[config.mk]
export PLATFORM = sky130hd
export DESIGN_NAME = mc_control
export DESIGN_NICKNAME = d
export VERILOG_FILES = /design/src/rtl/mc_control.sv
export SDC_FILE = /design/constraint.sdc
export NUM_CORES = 1
export LEC_CHECK = 0
export CORE_MARGIN = 10
export CORE_UTILIZATION = 45
export CTS_CLUSTER_DIAMETER = 200
export DETAILED_ROUTE_END_ITERATION = 12
export PLACE_DENSITY_LB_ADDON = 0.08
export SYNTH_ARGS = -nofsm -noshare
export SYNTH_HDL_FRONTEND = slang
export SYNTH_SLANG_ARGS = --single-unit
export TNS_END_PERCENT = 100
[constraint.sdc]
create_clock -name clk -period 3.89 [get_ports clk]
set_input_delay 0.389 -clock clk [delete_from_list [all_inputs] [get_ports clk]]
set_output_delay 0.389 -clock clk [all_outputs]
set_load 0.05 [all_outputs]
[src/rtl/mc_control.sv]
// mc_control: multi-cycle control FSM for the MIPS-subset CPU with retired-instruction counter
module mc_control (
    input  logic        clk,
    input  logic        reset,
    input  logic [5:0]  opcode,
    input  logic [5:0]  funct,
    input  logic        zero,
    input  logic        memReady,
    output logic [3:0]  state,
    output logic        pcWe,
    output logic        irWe,
    output logic        regWe,
    output logic        memWe,
    output logic        memRe,
    output logic        iOrD,
    output logic        aluSrcA,
    output logic [1:0]  aluSrcB,
    output logic        immZext,
    output logic [1:0]  aluOp,
    output logic [1:0]  regDst,
    output logic [1:0]  memToReg,
    output logic [1:0]  pcSrc,
    output logic        retire,
    output logic        illegal,
    output logic [31:0] instrCount
);
    typedef enum logic [3:0] {
        FETCH = 4'd0, DECODE = 4'd1, MEM_ADDR = 4'd2, MEM_RD = 4'd3, MEM_WB = 4'd4,
        MEM_WR = 4'd5, EXEC_R = 4'd6, WB_R = 4'd7, EXEC_I = 4'd8, WB_I = 4'd9,
        BRANCH = 4'd10, JUMP = 4'd11, JAL = 4'd12, JR = 4'd13, TRAP = 4'd15
    } st_t;

    localparam logic [1:0] ADD = 2'd0, SUB = 2'd1, XOR = 2'd2, SLT = 2'd3;

    st_t  st;
    logic pc_we, ir_we, reg_we, mem_we, mem_re, ret;
    logic xori;

    assign xori  = opcode == 6'h0e;
    assign state = st;

    // Enables and retire are suppressed while reset is held; selects keep their FETCH values.
    assign pcWe   = pc_we & ~reset;
    assign irWe   = ir_we & ~reset;
    assign regWe  = reg_we & ~reset;
    assign memWe  = mem_we & ~reset;
    assign memRe  = mem_re & ~reset;
    assign retire = ret & ~reset;

    function automatic st_t dispatch(input logic [5:0] op, input logic [5:0] fn);
        case (op)
            6'h00:        return (fn == 6'h20 || fn == 6'h22 || fn == 6'h2a) ? EXEC_R :
                                 fn == 6'h08 ? JR : TRAP;
            6'h23, 6'h2b: return MEM_ADDR;
            6'h02:        return JUMP;
            6'h03:        return JAL;
            6'h04, 6'h05: return BRANCH;
            6'h08, 6'h0e: return EXEC_I;
            default:      return TRAP;
        endcase
    endfunction

    // State register and retired-instruction counter.
    always_ff @(posedge clk or posedge reset) begin
        if (reset) begin
            st         <= FETCH;
            instrCount <= 32'd0;
        end else begin
            instrCount <= instrCount + {31'd0, ret};
            case (st)
                FETCH:    if (memReady) st <= DECODE;
                DECODE:   st <= dispatch(opcode, funct);
                MEM_ADDR: st <= opcode == 6'h23 ? MEM_RD : MEM_WR;
                MEM_RD:   if (memReady) st <= MEM_WB;
                MEM_WR:   if (memReady) st <= FETCH;
                EXEC_R:   st <= WB_R;
                EXEC_I:   st <= WB_I;
                TRAP:     st <= TRAP;
                default:  st <= FETCH;
            endcase
        end
    end

    // Datapath controls decoded from the current state (plus memReady, zero, opcode/funct).
    always_comb begin
        pc_we    = 1'b0;
        ir_we    = 1'b0;
        reg_we   = 1'b0;
        mem_we   = 1'b0;
        mem_re   = 1'b0;
        ret      = 1'b0;
        iOrD     = 1'b0;
        aluSrcA  = 1'b0;
        aluSrcB  = 2'd0;
        immZext  = 1'b0;
        aluOp    = ADD;
        regDst   = 2'd0;
        memToReg = 2'd0;
        pcSrc    = 2'd0;
        illegal  = 1'b0;
        case (st)
            FETCH:    begin mem_re = 1'b1; aluSrcB = 2'd1; ir_we = memReady; pc_we = memReady; end
            DECODE:   aluSrcB = 2'd3;
            MEM_ADDR: begin aluSrcA = 1'b1; aluSrcB = 2'd2; end
            MEM_RD:   begin mem_re = 1'b1; iOrD = 1'b1; end
            MEM_WB:   begin reg_we = 1'b1; memToReg = 2'd1; ret = 1'b1; end
            MEM_WR:   begin mem_we = 1'b1; iOrD = 1'b1; ret = memReady; end
            EXEC_R:   begin aluSrcA = 1'b1; aluOp = funct == 6'h22 ? SUB : funct == 6'h2a ? SLT : ADD; end
            WB_R:     begin reg_we = 1'b1; regDst = 2'd1; ret = 1'b1; end
            EXEC_I:   begin aluSrcA = 1'b1; aluSrcB = 2'd2; immZext = xori; aluOp = xori ? XOR : ADD; end
            WB_I:     begin reg_we = 1'b1; immZext = xori; ret = 1'b1; end
            BRANCH:   begin aluSrcA = 1'b1; aluOp = SUB; pcSrc = 2'd1; pc_we = opcode == 6'h05 ? ~zero : zero; ret = 1'b1; end
            JUMP:     begin pc_we = 1'b1; pcSrc = 2'd2; ret = 1'b1; end
            JAL:      begin pc_we = 1'b1; pcSrc = 2'd2; reg_we = 1'b1; regDst = 2'd2; memToReg = 2'd2; ret = 1'b1; end
            JR:       begin pc_we = 1'b1; pcSrc = 2'd3; ret = 1'b1; end
            TRAP:     illegal = 1'b1;
            default:  ;
        endcase
    end
endmodule

Word-level counts from Yosys, hierarchy flattened --
Index checks and enable logic that the tools add are counted.
Word-level totals: output and inout port bits 56, bits of input ports 16, logic and storage cells 84, register bits 36
Cells by class: mux-type cells 27, reductions and logical operators 17, equality and inequality tests 29, bitwise gates (word level) 8, add/subtract/negate cells 1
Operators by type and width (count):
- adder 32 x 1 -> 32 bit | 1
- case mux 4 bit (8 select lines) | 1
- == test 6 bit, second input constant | 5
- == test 4 bit, second input constant | 7
- case mux 4 bit (6 select lines) | 1
- == test 6 x 4 -> 1 bit, second input constant | 3
- case mux 2 bit (3 select lines) | 3
- == test 4 x 3 -> 1 bit, second input constant | 4
- two-way mux 4 bit | 4
- OR reduction 2 bit | 8
- == test 6 x 2 -> 1 bit, second input constant | 2
- == test 6 x 3 -> 1 bit, second input constant | 2
- two-way mux 1 bit | 9
- == test 4 x 2 -> 1 bit, second input constant | 2
- two-way mux 2 bit | 4
- case mux 2 bit (2 select lines) | 2
- OR reduction 4 bit | 2
- OR reduction 7 bit | 1
- bitwise AND 1 bit | 6
- zero test 6 bit | 1
- inequality test 2 bit, second input constant | 3
- == test 4 x 1 -> 1 bit, second input constant | 1
- zero test 4 bit | 1
- two-way mux 3 bit | 1
- 6 further kinds | 8

Logic depth before layout (Yosys ltp) --
depth in word-level cells 6, gate-level depth with buffers 12, mapped depth without buffers 10

Worst setup path before layout --
OpenSTA, ideal clock, no wires.
kind reg-to-output, from register st[3] (netlist: state[3]), to output port aluOp[1], path buffers 1, data arrival time 3.253 ns, setup slack 0.248 ns, stages on the path, launching flop included 5, data required time 3.501 ns, cell sequence dfrtp_1 > clkbuf_1 > nand4_1 > nor4_1 > o21a_1
Between the ends: cells in the longest elaborated chain, start to end 2, elaborated cells between the ends (all ways) 4, those cells by class eq/ne: 3; mux: 1
Ends and longest elaborated chain:
- from (decl) | RTL line 35 | st_t st;
- from (signal assigned) | RTL line 72 | DECODE: st <= dispatch(opcode, funct);
- from (signal assigned) | RTL line 73 | MEM_ADDR: st <= opcode == 6'h23 ? MEM_RD : MEM_WR;
- == test 4 bit / == test 4 x 3 -> 1 bit (equally long branches) | RTL line 101 | case (st)
- case mux 2 bit (3 select lines) (*) | RTL line 101
- to (decl) | RTL line 19 | output logic [1:0] aluOp,
Every way passes the cells marked *; elsewhere a longest branch is shown, timed or not.

Worst setup path in the final report --
from input port opcode[3], to output port pcWe
Between the ends: cells in the longest elaborated chain, start to end 4
Ends and longest elaborated chain:
- from (decl) | RTL line 5 | input logic [5:0] opcode,
- == test 6 x 3 -> 1 bit | RTL line 112 | BRANCH: begin aluSrcA = 1'b1; aluOp = SUB; pcSrc = 2'd1; pc_we = opcode == 6'h05 ? ~zero : zero; ret = 1'b1; e ...
- two-way mux 1 bit | RTL line 112
- case mux 1 bit (3 select lines) | RTL line 101
- bitwise AND 1 bit | RTL line 43 | assign pcWe = pc_we & ~reset;
- to (decl) | RTL line 10 | output logic pcWe,
No other way between the ends.

==> flow_summary.ini <==
[outcome]
status = finished clean

[cts]
cts_setup_buffers = 0
cts_tree = built
numClockSinks = 36
hold_buffers = 0
ctsLongestPathBuffers = 2
cts_buffers = 5
insertion_delay_ns = 0.28
cts.repair.resized = 0
cts_max_level = 2
root_buffer = clkbuf_8
path_clk_slew_ns = 0.06

[placement]
hpwlAfterDp_mm = 4.21
place_congestion = 0.870
portBuffers = 71
place_inst = 351

[power]
ir_worst_vdd_uv = 359
p_leak_nw = 1.20
pwr_density_cell_mw_per_mm2 = 594

[grt]
grt_pass1_vias = 1906
grtUsageTotal_pct = 13.7
grt_pass1_wl_mm = 8.70
antenna_found_initial = 0
grt_remaining_overflow = 0
grt_max_degree = 37

[worst_setup_path]
arrival_ns = 2.95
r2r_slack_ns = 0.91
path_max_fanout = 10
ff2ff_path_depth = 10
crit_path_start_kind = input port
crit_path_end_kind = output port
critPathKind = in -> out
cp.required_ns = 3.50
reg2reg_from = state[2]
r2r-end = instrCount[26]

[drt]
drc = 0
drtAntennaViolNets = 0
via_count = 1953
first_pass_iters = 4
avgRoutedWirePerCell_um = 15.1
wirelength_mm = 5.39
viasPerCell = 5.46
drt_iter0_drc = 52

[logic_synthesis]
syn_area_per_cell_um2 = 8.94
netlist-cell-type-count = 38
ys_warn_count = 0
synth_nets = 255
synth-async-reset-ratio_pct = 100
yosysTopAreaCellShare_pct = 42.5
synth_most_common_cell = dfrtp_1
ys_seq_elements = 36
yosys-top-cells-count = dfrtp_1, nand3_1, nor2_1
yosys_most_used_dff = dfrtp_1
synthTopCellsByArea = dfrtp_1, xnor2_1, nand3_1, nor2_1, xor2_1
yosysSeqAreaShare_pct = 42.5
syn_area_mm2 = 0.00212
synth-edff-count = 0
yosys.area.top_type = dfrtp_1
netlist_instances = 237

[hold_path]
min_from = instrCount[31]
hold_end = instrCount[31]
holdPathStages = 1
holdCritPathClass = reg -> reg

[floorplan]
die_h_um = 88.6
coreArea_mm2 = 0.00444
die_w_um = 88.6
die_area_mm2 = 0.00786
rows = 24
top_level_ports = 72
initial_core_util_pct = 47.7

[layout]
fill_cells = 392
fin_cells = 358
syn2layout_area_growth_pct = 39.7
drive_gt1_share_pct = 5.23
diodes = 0
nets = 324

[timing]
timing.slew.headroom_pct = 56.5
min_period_over_period_pct = 85.9
tightest_slew_ns = 0.652
drv_slew = 0
fin_setup_tns_ns = 0
setup_viol = 0
finalHoldViolCount = 0
worst_clock_skew_ns = 0.0108
rsz0062_at_grt = no
period_needed_ns = 3.34
timing.fmax_ghz = 0.299

[run]
maxCapViolCount = 0
==> worst max-delay path by stage <==
stage	from	to	slack [ns]	cells after the start
after CTS	opcode[3]	pcWe	0.57	7
after floorplan	state[3]	aluOp[1]	0.25	4
final	opcode[3]	pcWe	0.55	7
after global placement	opcode[3]	pcWe	0.70	7
after detailed placement	opcode[3]	pcWe	0.60	7
after global routing	opcode[3]	pcWe	0.31	7
==> power breakdown <==
part,switching (mW),internal [mW],leakage [nW]
registers,0.111,0.423,0.488
clock network,0.121,0.158,0.0503
logic,0.626,0.320,0.658
total,0.858,0.901,1.20
==> flip-flops by register name, summed over array words and instances (netlist names) <==
name        flops
instrCount     32
state           4
==> critical path, cell delays in order <==
cell and delay (ns):
clkdlybuf4s50_1 0.59, nor4b_1 0.52, nor2b_1 0.24, nand2_1 0.09, xor2_1 0.14, a31oi_1 0.16, clkdlybuf4s50_1 0.83
==> metal layers <==
metal,track usage (%),share of wire (%),up-vias
li1,-,-,966
met1,15.4,44,922
met2,22.9,47,55
met3,4.87,7.3,10
met4,5.58,2.1,0
met5,0,0,-
==> cell families (layout without fill, tap and decap cells) <==
group	after synthesis	in the layout	share of synthesized area, %
muxes	1	1	0.531
DFF	36	36	42.5
and+or+nand+nor	117	117	29.4
AOI/OAI and AO/OA	33	33	9.74
adders and majority gates	2	2	1.18
buffers and inverters	15	84	3.01
xor gates and xnor gates	33	33	13.6
==> layout make-up <==
class | instances | area, um2 | share of cell area, %
Multi-Input combinational cell | 186 | 1150 | 39.0
Tap cell | 52 | 65.1 | 2.20
Timing Repair Buffer | 74 | 733 | 24.8
Sequential cell | 36 | 901 | 30.4
Inverter | 3 | 11.3 | 0.380
Clock buffer | 7 | 96.3 | 3.25
==> per-stage QoR <==
step	setup slack, ns	hold WS (ns)	utilization, %	power (mW)	area, um2
floorplan	0.248	0.554	-	1.18	2120
global placement	0.699	0.459	64.5	1.49	2870
detailed placement	0.595	0.466	64.5	1.49	2870
CTS	0.565	0.474	66.6	1.77	2960
global route	0.308	0.506	66.6	1.86	2960
finish	0.548	0.466	66.6	1.76	2960
==> cells in the final DEF, fill, tap and decap left out, types with 3 or more instances in the layout <==
cell type | synthesis | final
and3_1 | 6 | 6
nor2b_1 | 4 | 4
dfrtp_1 | 36 | 36
nor4_1 | 3 | 3
xor2_1 | 9 | 9
nor2_1 | 25 | 25
inv_1 | 3 | 3
and4_1 | 6 | 6
o21ai_0 | 6 | 6
clkdlybuf4s50_1 | 0 | 71
clkbuf_8 | 0 | 7
nand2b_1 | 6 | 6
nand2_1 | 19 | 19
xnor2_1 | 24 | 24
nand3_1 | 25 | 25
a21oi_1 | 11 | 11
buf_4 | 1 | 3
o21ai_1 | 5 | 5
nor3_1 | 8 | 8
nand4_1 | 5 | 5
No activity file was read; power rests on OpenSTA's default activity.
